### config.mk
export PLATFORM = sky130hd
export DESIGN_NAME = frame_serializer_flat
export DESIGN_NICKNAME = d
export VERILOG_FILES = /design/src/rtl/frame_serializer_pkg.sv /design/src/rtl/frame_serializer_if.sv /design/src/rtl/frame_serializer_byte_fifo.sv /design/src/rtl/frame_serializer.sv /design/src/flat_wrapper.sv
export SDC_FILE = /design/constraint.sdc
export NUM_CORES = 1
export LEC_CHECK = 0
export ABC_AREA = 1
export BUFFER_PORTS_ARGS = -buffer_cell sky130_fd_sc_hd__buf_2
export CORE_MARGIN = 3
export CORE_UTILIZATION = 47
export DETAILED_ROUTE_END_ITERATION = 7
export GPL_TIMING_DRIVEN = 0
export PLACE_DENSITY = 0.75
export SLEW_MARGIN = 10
export SYNTH_ARGS = -nofsm -noshare
export SYNTH_HDL_FRONTEND = slang
export SYNTH_SLANG_ARGS = --single-unit
### constraint.sdc
create_clock -name clk -period 2.7 [get_ports clk]
set_input_delay 0.54 -clock clk [delete_from_list [all_inputs] [get_ports clk]]
set_output_delay 0.54 -clock clk [all_outputs]
set_load 0.05 [all_outputs]
### src/rtl/frame_serializer_pkg.sv
// Shared channel definitions for the frame serializer: default sync pattern,
// FIFO sizing and FSM state encodings.
package frame_serializer_pkg;

    localparam logic [15:0] DEFAULT_SYNC_WORD = 16'hEB90;
    localparam int          SYNC_BITS         = 16;
    localparam int          FIFO_DEPTH        = 8;
    localparam int          PTR_W             = $clog2(FIFO_DEPTH);
    localparam int          COUNT_W           = $clog2(FIFO_DEPTH + 1);

    typedef enum logic [2:0] {
        ST_IDLE,
        ST_SYNC,
        ST_PAYLOAD,
        ST_PARITY,
        ST_GAP
    } state_t;

endpackage

### src/rtl/frame_serializer_if.sv
// Byte-stream handshake into the serializer: the source drives data/valid,
// the serializer answers with ready.
interface frame_serializer_if;

    logic [7:0] data_in;
    logic       valid_in;
    logic       ready_out;

    modport master (output data_in, output valid_in, input ready_out);
    modport slave  (input data_in, input valid_in, output ready_out);

endinterface

### src/rtl/frame_serializer_byte_fifo.sv
// 8-bit wide byte FIFO with occupancy count; pushes are ignored when full and
// pops are ignored when empty.
module byte_fifo
    import frame_serializer_pkg::*;
(
    input  logic               clk,
    input  logic               reset,
    input  logic               push,
    input  logic               pop,
    input  logic [7:0]         din,
    output logic [7:0]         dout,
    output logic [COUNT_W-1:0] count,
    output logic               full
);

    localparam logic [PTR_W-1:0]   PTR_ONE   = PTR_W'(1);
    localparam logic [COUNT_W-1:0] COUNT_ONE = COUNT_W'(1);

    logic [7:0]       mem [FIFO_DEPTH];
    logic [PTR_W-1:0] wr_ptr;
    logic [PTR_W-1:0] rd_ptr;
    logic             do_push;
    logic             do_pop;

    assign full    = (count == COUNT_W'(FIFO_DEPTH));
    assign dout    = mem[rd_ptr];
    assign do_push = push && !full;
    assign do_pop  = pop && (count != '0);

    always_ff @(posedge clk) begin
        if (do_push) begin
            mem[wr_ptr] <= din;
        end
    end

    always_ff @(posedge clk or posedge reset) begin
        if (reset) begin
            wr_ptr <= '0;
            rd_ptr <= '0;
            count  <= '0;
        end else begin
            if (do_push) begin
                wr_ptr <= wr_ptr + PTR_ONE;
            end
            if (do_pop) begin
                rd_ptr <= rd_ptr + PTR_ONE;
            end
            if (do_push && !do_pop) begin
                count <= count + COUNT_ONE;
            end else if (do_pop && !do_push) begin
                count <= count - COUNT_ONE;
            end
        end
    end

endmodule

### src/rtl/frame_serializer.sv
// Serializes buffered payload bytes into fixed-length frames:
// sync word, payload MSB first, even parity bit, then idle gap zeros.
module frame_serializer
    import frame_serializer_pkg::*;
#(
    parameter logic [15:0] SYNC_WORD     = DEFAULT_SYNC_WORD,
    parameter int          PAYLOAD_BYTES = 4,
    parameter int          GAP_BITS      = 2
) (
    input  logic                clk,
    input  logic                reset,
    frame_serializer_if.slave   bus,
    output logic                data_o,
    output logic                frame_active,
    output logic [7:0]          frame_count
);

    localparam logic [6:0]         SYNC_LAST    = 7'(SYNC_BITS - 1);
    localparam logic [6:0]         PAYLOAD_LAST = 7'(8 * PAYLOAD_BYTES - 1);
    localparam logic [6:0]         GAP_LAST     = 7'(GAP_BITS - 1);
    localparam logic [COUNT_W-1:0] START_LEVEL  = COUNT_W'(PAYLOAD_BYTES);

    state_t             state;
    state_t             state_next;
    logic [6:0]         bit_cnt;
    logic [6:0]         bit_cnt_next;
    logic [7:0]         shift;
    logic [7:0]         shift_next;
    logic               parity;
    logic               parity_next;
    logic               data_next;
    logic               active_next;
    logic [7:0]         frame_count_next;
    logic               fifo_pop;
    logic [7:0]         fifo_dout;
    logic [COUNT_W-1:0] fifo_count;
    logic               fifo_full;
    logic               can_start;

    byte_fifo u_fifo (
        .clk   (clk),
        .reset (reset),
        .push  (bus.valid_in),
        .pop   (fifo_pop),
        .din   (bus.data_in),
        .dout  (fifo_dout),
        .count (fifo_count),
        .full  (fifo_full)
    );

    assign bus.ready_out = !fifo_full;
    assign can_start     = (fifo_count >= START_LEVEL);

    always_ff @(posedge clk or posedge reset) begin
        if (reset) begin
            state        <= ST_IDLE;
            bit_cnt      <= '0;
            shift        <= '0;
            parity       <= 1'b0;
            data_o       <= 1'b0;
            frame_active <= 1'b0;
            frame_count  <= '0;
        end else begin
            state        <= state_next;
            bit_cnt      <= bit_cnt_next;
            shift        <= shift_next;
            parity       <= parity_next;
            data_o       <= data_next;
            frame_active <= active_next;
            frame_count  <= frame_count_next;
        end
    end

    // State names the bit currently on data_o; each branch computes the bit
    // that follows it so the output is registered with no extra latency.
    always_comb begin
        state_next       = state;
        bit_cnt_next     = bit_cnt;
        shift_next       = shift;
        parity_next      = parity;
        data_next        = 1'b0;
        active_next      = 1'b0;
        frame_count_next = frame_count;
        fifo_pop         = 1'b0;

        unique case (state)
            ST_IDLE: begin
                if (can_start) begin
                    state_next   = ST_SYNC;
                    bit_cnt_next = '0;
                    data_next    = SYNC_WORD[15];
                    active_next  = 1'b1;
                end
            end
            ST_SYNC: begin
                active_next = 1'b1;
                if (bit_cnt != SYNC_LAST) begin
                    bit_cnt_next = bit_cnt + 7'd1;
                    data_next    = SYNC_WORD[4'd14 - bit_cnt[3:0]];
                end else begin
                    state_next   = ST_PAYLOAD;
                    bit_cnt_next = '0;
                    fifo_pop     = 1'b1;
                    shift_next   = fifo_dout;
                    data_next    = fifo_dout[7];
                    parity_next  = fifo_dout[7];
                end
            end
            ST_PAYLOAD: begin
                active_next = 1'b1;
                if (bit_cnt != PAYLOAD_LAST) begin
                    bit_cnt_next = bit_cnt + 7'd1;
                    // A fresh byte leaves the FIFO exactly when its MSB is due.
                    if (bit_cnt[2:0] == 3'd7) begin
                        fifo_pop   = 1'b1;
                        shift_next = fifo_dout;
                    end else begin
                        shift_next = {shift[6:0], 1'b0};
                    end
                    data_next   = shift_next[7];
                    parity_next = parity ^ shift_next[7];
                end else begin
                    state_next  = ST_PARITY;
                    data_next   = parity;
                    active_next = 1'b1;
                end
            end
            ST_PARITY: begin
                state_next       = ST_GAP;
                bit_cnt_next     = '0;
                frame_count_next = frame_count + 8'd1;
            end
            ST_GAP: begin
                if (bit_cnt != GAP_LAST) begin
                    bit_cnt_next = bit_cnt + 7'd1;
                end else if (can_start) begin
                    state_next   = ST_SYNC;
                    bit_cnt_next = '0;
                    data_next    = SYNC_WORD[15];
                    active_next  = 1'b1;
                end else begin
                    state_next   = ST_IDLE;
                    bit_cnt_next = '0;
                end
            end
            default: begin
                state_next = ST_IDLE;
            end
        endcase
    end

endmodule

### src/flat_wrapper.sv
// flat-port wrapper written by rule: the top's interface ports become plain ports
module frame_serializer_flat import frame_serializer_pkg::*;
#(
    parameter logic [15:0] SYNC_WORD     = DEFAULT_SYNC_WORD,
    parameter int          PAYLOAD_BYTES = 4,
    parameter int          GAP_BITS      = 2
)
  (clk, reset, data_o, frame_active, frame_count, bus_data_in, bus_valid_in, bus_ready_out);
  frame_serializer_if bus_i ();
  input  logic clk;
  input  logic reset;
  output logic data_o;
  output logic frame_active;
  output logic [7:0] frame_count;
  input wire logic [$bits(bus_i.data_in)-1:0] bus_data_in;
  input wire logic [$bits(bus_i.valid_in)-1:0] bus_valid_in;
  output wire logic [$bits(bus_i.ready_out)-1:0] bus_ready_out;
  assign bus_i.data_in = bus_data_in;
  assign bus_i.valid_in = bus_valid_in;
  assign bus_ready_out = bus_i.ready_out;
  frame_serializer #(.SYNC_WORD(SYNC_WORD), .PAYLOAD_BYTES(PAYLOAD_BYTES), .GAP_BITS(GAP_BITS)) u_core (.clk(clk), .reset(reset), .bus(bus_i), .data_o(data_o), .frame_active(frame_active), .frame_count(frame_count));
endmodule
==> results of run 1 <==
==> flip-flops by register name, summed over array words and instances (netlist names) <==
name                  flops
u_core.u_fifo.count       4
u_core.bit_cnt            7
u_core.frame_active       1
u_core.state              3
u_core.shift              7
u_core.data_o             1
u_core.parity             1
u_core.u_fifo.mem        64
u_core.frame_count        8
u_core.u_fifo.wr_ptr      3
u_core.u_fifo.rd_ptr      3
==> cell families (layout without fill, tap and decap cells) <==
family / after synthesis / count (layout) / synth area share (%)
buffers and inverters: 63 / 104 / 5.478
adder cells (fa/ha/maj): 13 / 13 / 3.652
AO/OA/AOI/OAI: 60 / 60 / 7.600
XOR/XNOR: 13 / 13 / 2.444
multiplexers: 1 / 1 / 0.2417
flip-flops: 102 / 102 / 61.65
AND/OR/NAND/NOR: 196 / 196 / 18.93
==> layout by cell type, fill, tap and decap left out, drive strengths merged, types with 12 or more instances in the layout <==
cell type	count
nand3	50
ha	12
nor2	40
a21oi	17
buf	34
clkbuf	12
nand2	96
edfxtp	64
inv	54
o21ai	30
dfrtp	38
==> stage by stage <==
stage	setup TNS (ps)	hold WS, ps	total power, W	util (%)
4_1_cts	0	345.4	0.004257	54.70
3_5_place_dp	-97.25	467.2	0.003299	52.32
3_3_place_gp	-42.74	459.2	0.003238	52.32
6_report	0	315.8	0.004267	55.38
2_1_floorplan	0	449.5	0.002946	-
5_1_grt	-37.78	393.4	0.004507	55.38
==> layer usage <==
layer | GRT usage [%] | vias to the layer above | routed length (um)
met5 | 0 | - | 0
met4 | 6.013 | 0 | 160
met3 | 2.143 | 16 | 326
met2 | 26.64 | 82 | 4398
met1 | 22.92 | 1556 | 4106
li1 | - | 1576 | -
==> Yosys cell counts <==
cell type   n  area, um2
a21o_1      1      7.510
a21oi_1    15      75.07
a21oi_2     2      17.52
buf_2       7      35.03
buf_4       2      15.01
clkbuf_1    3      11.26
clkinv_1    1      3.750
dfrtp_1    38      950.9
edfxtp_1   64       1922
fa_1        1      20.02
ha_1       12      150.1
inv_1      44      165.2
inv_2       5      18.77
inv_4       1      6.260
mux2_2      1      11.26
nand2_1    95      356.6
nand2_2     1      6.260
nand3_1    48      240.2
nand3_2     2      20.02
nand3b_1    1      7.510
nand4_1     4      25.02
nor2_1     31      116.4
nor2_2      7      43.79
nor2_4      2      22.52
nor3_1      1      5.000
nor3_2      1      10.01
nor3_4      1      16.27
o211ai_1    7      52.55
o21a_1      1      7.510
o21ai_0    23      115.1
o21ai_1     6      30.03
o21ai_4     1      16.27
o22ai_1     2      12.51
o31ai_1     1      7.510
o31ai_2     1      12.51
or2_1       1      6.260
or2_2       1      6.260
xnor2_1     3      26.28
xor2_1     10      87.58
==> worst max-delay path by stage <==
stage | startpoint | end | cells past startpoint
after floorplan | u_core.u_fifo.count[0]$_DFFE_PP0P_ | u_core.u_fifo.count[3]$_DFFE_PP0P_ | 13
after global placement | u_core.bit_cnt[0]$_DFFE_PP0P_ | u_core.u_fifo.count[3]$_DFFE_PP0P_ | 16
after detailed placement | u_core.bit_cnt[0]$_DFFE_PP0P_ | u_core.u_fifo.count[3]$_DFFE_PP0P_ | 16
after CTS | u_core.bit_cnt[0]$_DFFE_PP0P_ | u_core.u_fifo.count[3]$_DFFE_PP0P_ | 16
after global routing | u_core.bit_cnt[1]$_DFFE_PP0P_ | u_core.u_fifo.count[3]$_DFFE_PP0P_ | 16
final | u_core.bit_cnt[0]$_DFFE_PP0P_ | u_core.u_fifo.count[3]$_DFFE_PP0P_ | 16
==> power groups by stage <==
stage               clock [W]  sequential (W)  combinational (W)
CTS                  0.000980         0.00201            0.00126
global route          0.00104         0.00204            0.00143
global placement            0         0.00203            0.00120
detailed placement          0         0.00205            0.00125
finish               0.000968         0.00201            0.00128
floorplan                   0         0.00204           0.000902
==> cell type report <==
cell class	count	area, um2
Buffer	12	61.31
Clock buffer	9	123.9
Clock inverter	7	82.58
Fill cell	787	4202
Inverter	51	193.9
Multi-Input combinational cell	283	1583
Sequential cell	102	2873
Tap cell	129	161.4
Timing Repair Buffer	25	135.1
==> timing repair <==
| item | 4_1_cts | 5_1_grt |
|---|---|---|
| setup buffers | 2 | 2 |
| pin swaps | 0 | 1 |
| hold buffers | 0 | 0 |
| resized for setup | 1 | 12 |
| hold endpoints to repair | 0 | 0 |
| setup endpoints to repair | 1 | 1 |
==> flow_summary.json, run 1 <==
{
  "drtAntennaViolNets": 0,
  "clock-root-buffer": "clkbuf_8",
  "max_slew_margin_pct": 46.07,
  "hpwl_um": 6321,
  "cp_data_required_time_ps": 2960,
  "portBuffers": 21,
  "htreeDepth": 3,
  "max_freq_ghz": 0.3818,
  "vias_per_cell": 5.227,
  "grt_start_max_net_pins": 39,
  "post-route-min-period_ps": 2619,
  "finalSetupViolCount": 0,
  "finalNonFillerCells": 618,
  "end_kind": "flip-flop",
  "synth-seq-cells": 102,
  "nNetsFinal": 508,
  "antenna_found_initial": 0,
  "synth_area_um2": 4659,
  "drc_errors": 0,
  "p_seq_share_pct": 47.2,
  "r2r_cells": 16,
  "sw_frac_of_total_pct": 37.00,
  "yosys_warnings": 0,
  "num_vias": 3230,
  "criticalPathCategory": "reg2reg",
  "ios": 22,
  "cts_buffers": 9,
  "row_count": 35,
  "r2r_start": "u_core.bit_cnt[0]$_DFFE_PP0P_",
  "worstPathArrival_ps": 2870,
  "skew_ps": 11.76,
  "core_area_um2": 9415,
  "fin_crit_sh_pct": 97.00,
  "p_sw_w": 0.001579,
  "clk_pin_slew_ps": 100,
  "drtIter0Drc": 233,
  "cap_violations": 0,
  "synthesis.nets": 472,
  "die_w_um": 105.6,
  "areaGrowthSynthToFinish_pct": 11.90,
  "p_per_area_nw_per_um2": 818.4,
  "dieArea_um2": 11140,
  "hold_viol_final": 0,
  "status": "finished, final reports clean",
  "cp_max_fo": 4,
  "stdcell_area_um2": 5214,
  "grt_overflow": 0,
  "p_comb_share_pct": 30.1,
  "ys_seq_area_share_pct": 61.65,
  "start_util_pct": 49.49,
  "r2r_slack_ps": 80,
  "clock_path_buffers": 2,
  "die_h_um": 105.6,
  "wl_um": 8991,
  "intPower_w": 0.002688,
  "timing.rr.end": "u_core.u_fifo.count[3]$_DFFE_PP0P_",
  "dpl_cell_area_um2": 4926,
  "drive_gt1_share_pct": 17.38,
  "worstHoldPathType": "in2async",
  "cp_slowest_stage_delay_ps": 390,
  "worstMarginPinSlew_ps": 805.9,
  "p_leak_nw": 2.295,
  "diodes": 0,
  "avgSynthCellArea_um2": 10.40,
  "report.final.slew_viol_count": 0,
  "critPathBufInv": 1,
  "slowest_stage": "dfrtp_1",
  "clk-insertion-delay-late_ps": 370,
  "start_kind": "flip-flop",
  "gp_congestion": 0.8455,
  "grt_pass1_vias": 3107,
  "path_cells": "ha_2, nand3_4, nor2_4, nand3_4, nand3_1, nand2_2, nand2_2, ha_2, inv_1, ha_1, a21o_1, a21oi_2, nand2_1, nand2_1, nor2_1, xor2_1",
  "clkSinkCount": 102,
  "peakVddDrop_mv": 0.3286,
  "pre_cts_slack_ps": -97.25,
  "grt_pass1_wl_um": 14820,
  "wire_per_inst_um": 14.55,
  "fin_ws_ps": 80.98,
  "grt.total_usage_pct": 16.47,
  "placedCellCount": 598,
  "cts_tree": "built",
  "ys_types": 39,
  "synth_cells": 448,
  "pwr-share-clk_pct": 22.7,
  "crit_family": "simple AND/OR/NAND/NOR gates",
  "dr.pass1.iters": 4
}
Note: power is estimated with default switching activity, not from simulation.
==> run 2: changes to the inputs <==
==> constraint.sdc (replaced) <==
create_clock -name clk -period 2.7 [get_ports clk]
set_input_delay 0.135 -clock clk [delete_from_list [all_inputs] [get_ports clk]]
set_output_delay 0.135 -clock clk [all_outputs]
set_load 0.05 [all_outputs]
==> run 2 against run 1 <==
Effect of this change: sequential power about the same; largest cell class unchanged; utilization up 0.11 points; global-route usage about the same; critical path depth did not move; critical endpoint unchanged.
==> flow_summary.json, run 2 (synthesis gave the netlist of run 1 again) <==
{
  "peakVddDrop_mv": 0.3253,
  "finalSetupViolCount": 0,
  "wl_um": 8984,
  "fill_cells": 784,
  "p_total_w": 0.004265,
  "tns_ps": 0,
  "largest_reg_flops": 64,
  "clk-insertion-delay-late_ps": 370,
  "die_w_um": 105.6,
  "grt_pass1_vias": 3106,
  "layout_common_cells": "93 x nand2_1, 64 x edfxtp_1, 47 x nand3_1",
  "antenna_found_initial": 0,
  "clk_pin_slew_ps": 110,
  "final_common_cell": "nand2_1",
  "die_h_um": 105.6,
  "worstPathArrival_ps": 2880,
  "drc_errors": 0,
  "skew_ps": 13.63,
  "worstHoldPathType": "in2reg",
  "dr.pass1.iters": 7,
  "drtIter0Drc": 232,
  "htreeDepth": 3,
  "nNetsFinal": 509,
  "max_freq_ghz": 0.3815,
  "max_slew_margin_pct": 46.04,
  "r2r_slack_ps": 80,
  "portBuffers": 21,
  "start_util_pct": 49.49,
  "vias_per_cell": 5.246,
  "diodes": 0,
  "post-route-min-period_ps": 2621,
  "cp_data_required_time_ps": 2960,
  "end_kind": "flip-flop",
  "ios": 22,
  "regMostFlops": "u_core.u_fifo.mem",
  "gp_congestion": 0.8455,
  "criticalPathCategory": "reg2reg",
  "grt.total_usage_pct": 16.49,
  "p_per_area_nw_per_um2": 816.5,
  "reg.largest.list": "u_core.u_fifo.mem x64, u_core.frame_count x8",
  "cp_slowest_stage_delay_ps": 390,
  "fin_ws_ps": 78.77,
  "report.final.slew_viol_count": 0,
  "fin_crit_sh_pct": 97.08,
  "hold_viol_final": 0,
  "grt_start_max_net_pins": 39,
  "drive_gt1_share_pct": 17.35,
  "cts_tree": "built",
  "grt_overflow": 0,
  "cap_violations": 0,
  "pre_cts_slack_ps": -97.25,
  "p_leak_nw": 2.300,
  "path_cells": "ha_2, nand3_4, nor2_4, nand3_4, nand3_1, nand2_2, nand2_2, ha_2, inv_1, ha_1, a21o_1, a21oi_2, nand2_1, nand2_1, nor2_1, xor2_1",
  "num_vias": 3247,
  "cts_buffers": 9,
  "dieArea_um2": 11140,
  "cp_max_fo": 4,
  "clock_path_buffers": 2,
  "hpwl_um": 6321,
  "core_area_um2": 9415,
  "clkSinkCount": 102,
  "start_kind": "flip-flop",
  "slowest_stage": "dfrtp_1",
  "drtAntennaViolNets": 0,
  "worstMarginPinSlew_ps": 806.4,
  "grt_pass1_wl_um": 14840,
  "status": "finished, final reports clean",
  "row_count": 35,
  "areaGrowthSynthToFinish_pct": 12.11,
  "wire_per_inst_um": 14.51,
  "clock-root-buffer": "clkbuf_8"
}
==> run 2: cell count changes in the layout (fill, tap and decap cells not counted) <==
cell / previous run / this run
dlygate4sd3_1: 0 / 1
==> run 2: power breakdown <==
group / switching, W / total, W / internal, W
logic: 0.000871 / 0.00129 / 0.000415
registers: 0.000113 / 0.00201 / 0.00190
clock network: 0.000592 / 0.000966 / 0.000373
==> run 2: worst max-delay path, delay by kind of cell (launching register included) <==
| family | cells | cell delay [ps] |
|---|---|---|
| simple gates | 9 | 870 |
| fa+ha+maj | 3 | 700 |
| flops | 1 | 390 |
| compound gates | 2 | 340 |
| xor+xnor | 1 | 130 |
| buf+inv | 1 | 80 |
==> run 2: timing repair <==
item	CTS	global route
hold buffers	1	0
resized for setup	1	12
pin swaps	0	1
endpoints found under the hold margin	38	0
endpoints found under the setup margin	1	1
setup buffers	2	2
==> run 2: path summary, 6_finish.rpt <==
path                                              startpoint  cells past startpoint                                  to
max                            u_core.bit_cnt[0]$_DFFE_PP0P_                     16  u_core.u_fifo.count[3]$_DFFE_PP0P_
min                                           bus_data_in[0]                      1   u_core.u_fifo.mem[4][0]$_DFFE_PP_
max reg2reg                    u_core.bit_cnt[0]$_DFFE_PP0P_                     16  u_core.u_fifo.count[3]$_DFFE_PP0P_
min reg2reg                u_core.frame_count[7]$_DFFE_PP0P_                      1   u_core.frame_count[7]$_DFFE_PP0P_
max in group asynchronous                              reset                      3         u_core.shift[6]$_DFFE_PP0P_
min in group asynchronous                              reset                      3  u_core.u_fifo.count[1]$_DFFE_PP0P_
==> run 2: area by class of cell <==
type / instances / area (um2) / share of cell area (%)
well taps: 129 / 161.4 / 3.090
inverters: 51 / 193.9 / 3.713
repair buffers: 26 / 145.1 / 2.778
clock inverters: 7 / 82.58 / 1.581
plain buffers: 12 / 61.31 / 1.174
multi-input cells: 283 / 1583 / 30.30
clock buffers: 9 / 123.9 / 2.371
flip-flops and latches: 102 / 2873 / 54.99
==> run 2: metal layers <==
layer  GRT usage, %  vias to the layer above  wire length, um
met5              0                        -                0
met4          6.013                        0              154
met3          2.143                       15              401
met2          26.64                      100             4391
met1          22.96                     1551             4036
li1               -                     1581                -
==> run 2: per-stage QoR <==
step / hold WS (ps) / instance area, um2 / utilization (%) / instances
3_5_place_dp: 340.2 / 4926 / 52.32 / 598
5_1_grt: 48.49 / 5224 / 55.48 / 619
3_3_place_gp: 407.6 / 4926 / 52.32 / 598
6_report: 44.96 / 5224 / 55.48 / 619
2_1_floorplan: 233.9 / 4659 / - / 448
4_1_cts: 32.18 / 5160 / 54.80 / 617
==> run 3: changes to the inputs <==
- CAP_MARGIN: unset -> 20
- GPL_ROUTABILITY_DRIVEN: unset -> 0
- RECOVER_POWER: unset -> 25
==> run 3 against run 2 <==
Effect of this change: highest routed layer unchanged; worst setup slack improved by 0.78 ps; sequential power about the same; die area unchanged; flip-flop and latch count unchanged; final cell count unchanged; global-route usage unchanged; critical path depth unchanged; clock skew increased by 1.4 ps; critical endpoint unchanged; via count increased by 0.49%; utilization decreased by 0.11 points.
==> flow_summary.json, run 3 (synthesis gave the netlist of run 1 again) <==
{
  "regMostFlops": "u_core.u_fifo.mem",
  "diodes": 0,
  "grt_pass1_vias": 3106,
  "die_h_um": 105.6,
  "start_util_pct": 49.49,
  "drtIter0Drc": 232,
  "crit_start": "u_core.bit_cnt[0]$_DFFE_PP0P_",
  "die_w_um": 105.6,
  "hpwl_um": 6321,
  "max_freq_ghz": 0.3816,
  "r2r_start": "u_core.bit_cnt[0]$_DFFE_PP0P_",
  "cap_violations": 0,
  "cp_max_fo": 4,
  "clk-insertion-delay-late_ps": 380,
  "drc_errors": 0,
  "finalNonFillerCells": 619,
  "hold_viol_final": 0,
  "end_kind": "flip-flop",
  "finalSetupViolCount": 0,
  "pre_cts_slack_ps": -97.25,
  "r2r_cells": 16,
  "worstHoldPathType": "in2reg",
  "ios": 22,
  "clk_pin_slew_ps": 100,
  "tns_ps": 0,
  "start_kind": "flip-flop",
  "worstPathArrival_ps": 2880,
  "final_util_pct": 55.38,
  "vias_per_cell": 5.271,
  "status": "finished, final reports clean",
  "r2r_slack_ps": 80,
  "fin_crit_sh_pct": 97.05,
  "criticalPathCategory": "reg2reg",
  "dr.pass1.iters": 5,
  "layout_common_cells": "93 x nand2_1, 64 x edfxtp_1, 47 x nand3_1",
  "cts_buffers": 9,
  "hold_slack_ps": 57.20,
  "fin_ws_ps": 79.56,
  "cp_data_required_time_ps": 2960,
  "row_count": 35,
  "post-route-min-period_ps": 2620,
  "wire_per_inst_um": 14.56,
  "placedCellCount": 598,
  "grt.total_usage_pct": 16.49,
  "wl_um": 9012,
  "grt_pass1_wl_um": 14840,
  "htreeDepth": 3,
  "report.final.slew_viol_count": 0,
  "grt_start_max_net_pins": 39,
  "num_vias": 3263,
  "dieArea_um2": 11140,
  "core_area_um2": 9415,
  "antenna_found_initial": 0,
  "drtAntennaViolNets": 0,
  "grt_overflow": 0,
  "cts_tree": "built",
  "clkSinkCount": 102,
  "drive_gt1_share_pct": 15.71,
  "portBuffers": 21,
  "p_leak_nw": 2.278,
  "areaGrowthSynthToFinish_pct": 11.90,
  "timing.rr.end": "u_core.u_fifo.count[3]$_DFFE_PP0P_",
  "nNetsFinal": 509,
  "cp-endpoint": "u_core.u_fifo.count[3]$_DFFE_PP0P_",
  "largest_reg_flops": 64,
  "skew_ps": 15.06,
  "reg.largest.list": "u_core.u_fifo.mem x64, u_core.frame_count x8",
  "final_common_cell": "nand2_1",
  "p_per_area_nw_per_um2": 818.8,
  "clock_path_buffers": 2,
  "peakVddDrop_mv": 0.3253,
  "worstMarginPinSlew_ps": 801.5,
  "clock-root-buffer": "clkbuf_8",
  "max_slew_margin_pct": 46.37
}
==> run 3: worst min path at each step <==
stage,from,to,slack (ps),cells after the start
2_1_floorplan,bus_data_in[0],u_core.u_fifo.mem[0][0]$_DFFE_PP_,230,0
3_5_place_dp,reset,u_core.u_fifo.count[1]$_DFFE_PP0P_,340,2
3_3_place_gp,bus_data_in[0],u_core.u_fifo.mem[0][0]$_DFFE_PP_,410,1
6_report,bus_valid_in,u_core.u_fifo.wr_ptr[0]$_DFFE_PP0P_,60,4
5_1_grt,bus_valid_in,u_core.u_fifo.wr_ptr[0]$_DFFE_PP0P_,100,4
4_1_cts,bus_data_in[0],u_core.u_fifo.mem[4][0]$_DFFE_PP_,30,1
==> run 3: what timing repair did <==
| item | in CTS | in global routing |
|---|---|---|
| hold buffers | 1 | 0 |
| endpoints found under the hold margin | 38 | 0 |
| buffers inserted | 2 | 2 |
| gates resized for setup | 1 | 12 |
| setup endpoints to repair | 1 | 1 |
| pin swaps | 0 | 1 |
==> run 3: per-stage QoR <==
step	power [W]	cell area, um2
finish	0.004269	5214
floorplan	0.002946	4659
CTS	0.004258	5160
global route	0.004507	5214
detailed placement	0.003299	4926
global placement	0.003238	4926
==> run 3: cell type report <==
class,instances,area (um2)
Buffer,12,61.31
Clock buffer,9,123.9
Clock inverter,7,82.58
Fill cell,788,4202
Inverter,51,193.9
Multi-Input combinational cell,283,1583
Sequential cell,102,2873
Tap cell,129,161.4
Timing Repair Buffer,26,135.1
==> run 3: critical path: stages, from the launching register on <==
cell     delay (ps)
dfrtp_1         390
ha_2            220
nand3_4         120
nor2_4          170
nand3_4         120
nand3_1         100
nand2_2          70
nand2_2         110
ha_2            210
inv_1            80
ha_1            270
a21o_1          190
a21oi_2         150
nand2_1          80
nand2_1          60
nor2_1           40
xor2_1          130
==> run 3: power breakdown <==
group / internal, W / switching [W] / total [W]
Combinational: 0.000413 / 0.000872 / 0.00129
Clock: 0.000373 / 0.000596 / 0.000969
Sequential: 0.00190 / 0.000113 / 0.00201
==> run 3: metal layers <==
metal,vias up,global-route usage [%],wire [um]
met3,16,2.143,372
met1,1571,22.96,4113
met4,0,6.013,159
met2,97,26.64,4366
li1,1579,-,-
met5,-,0,0
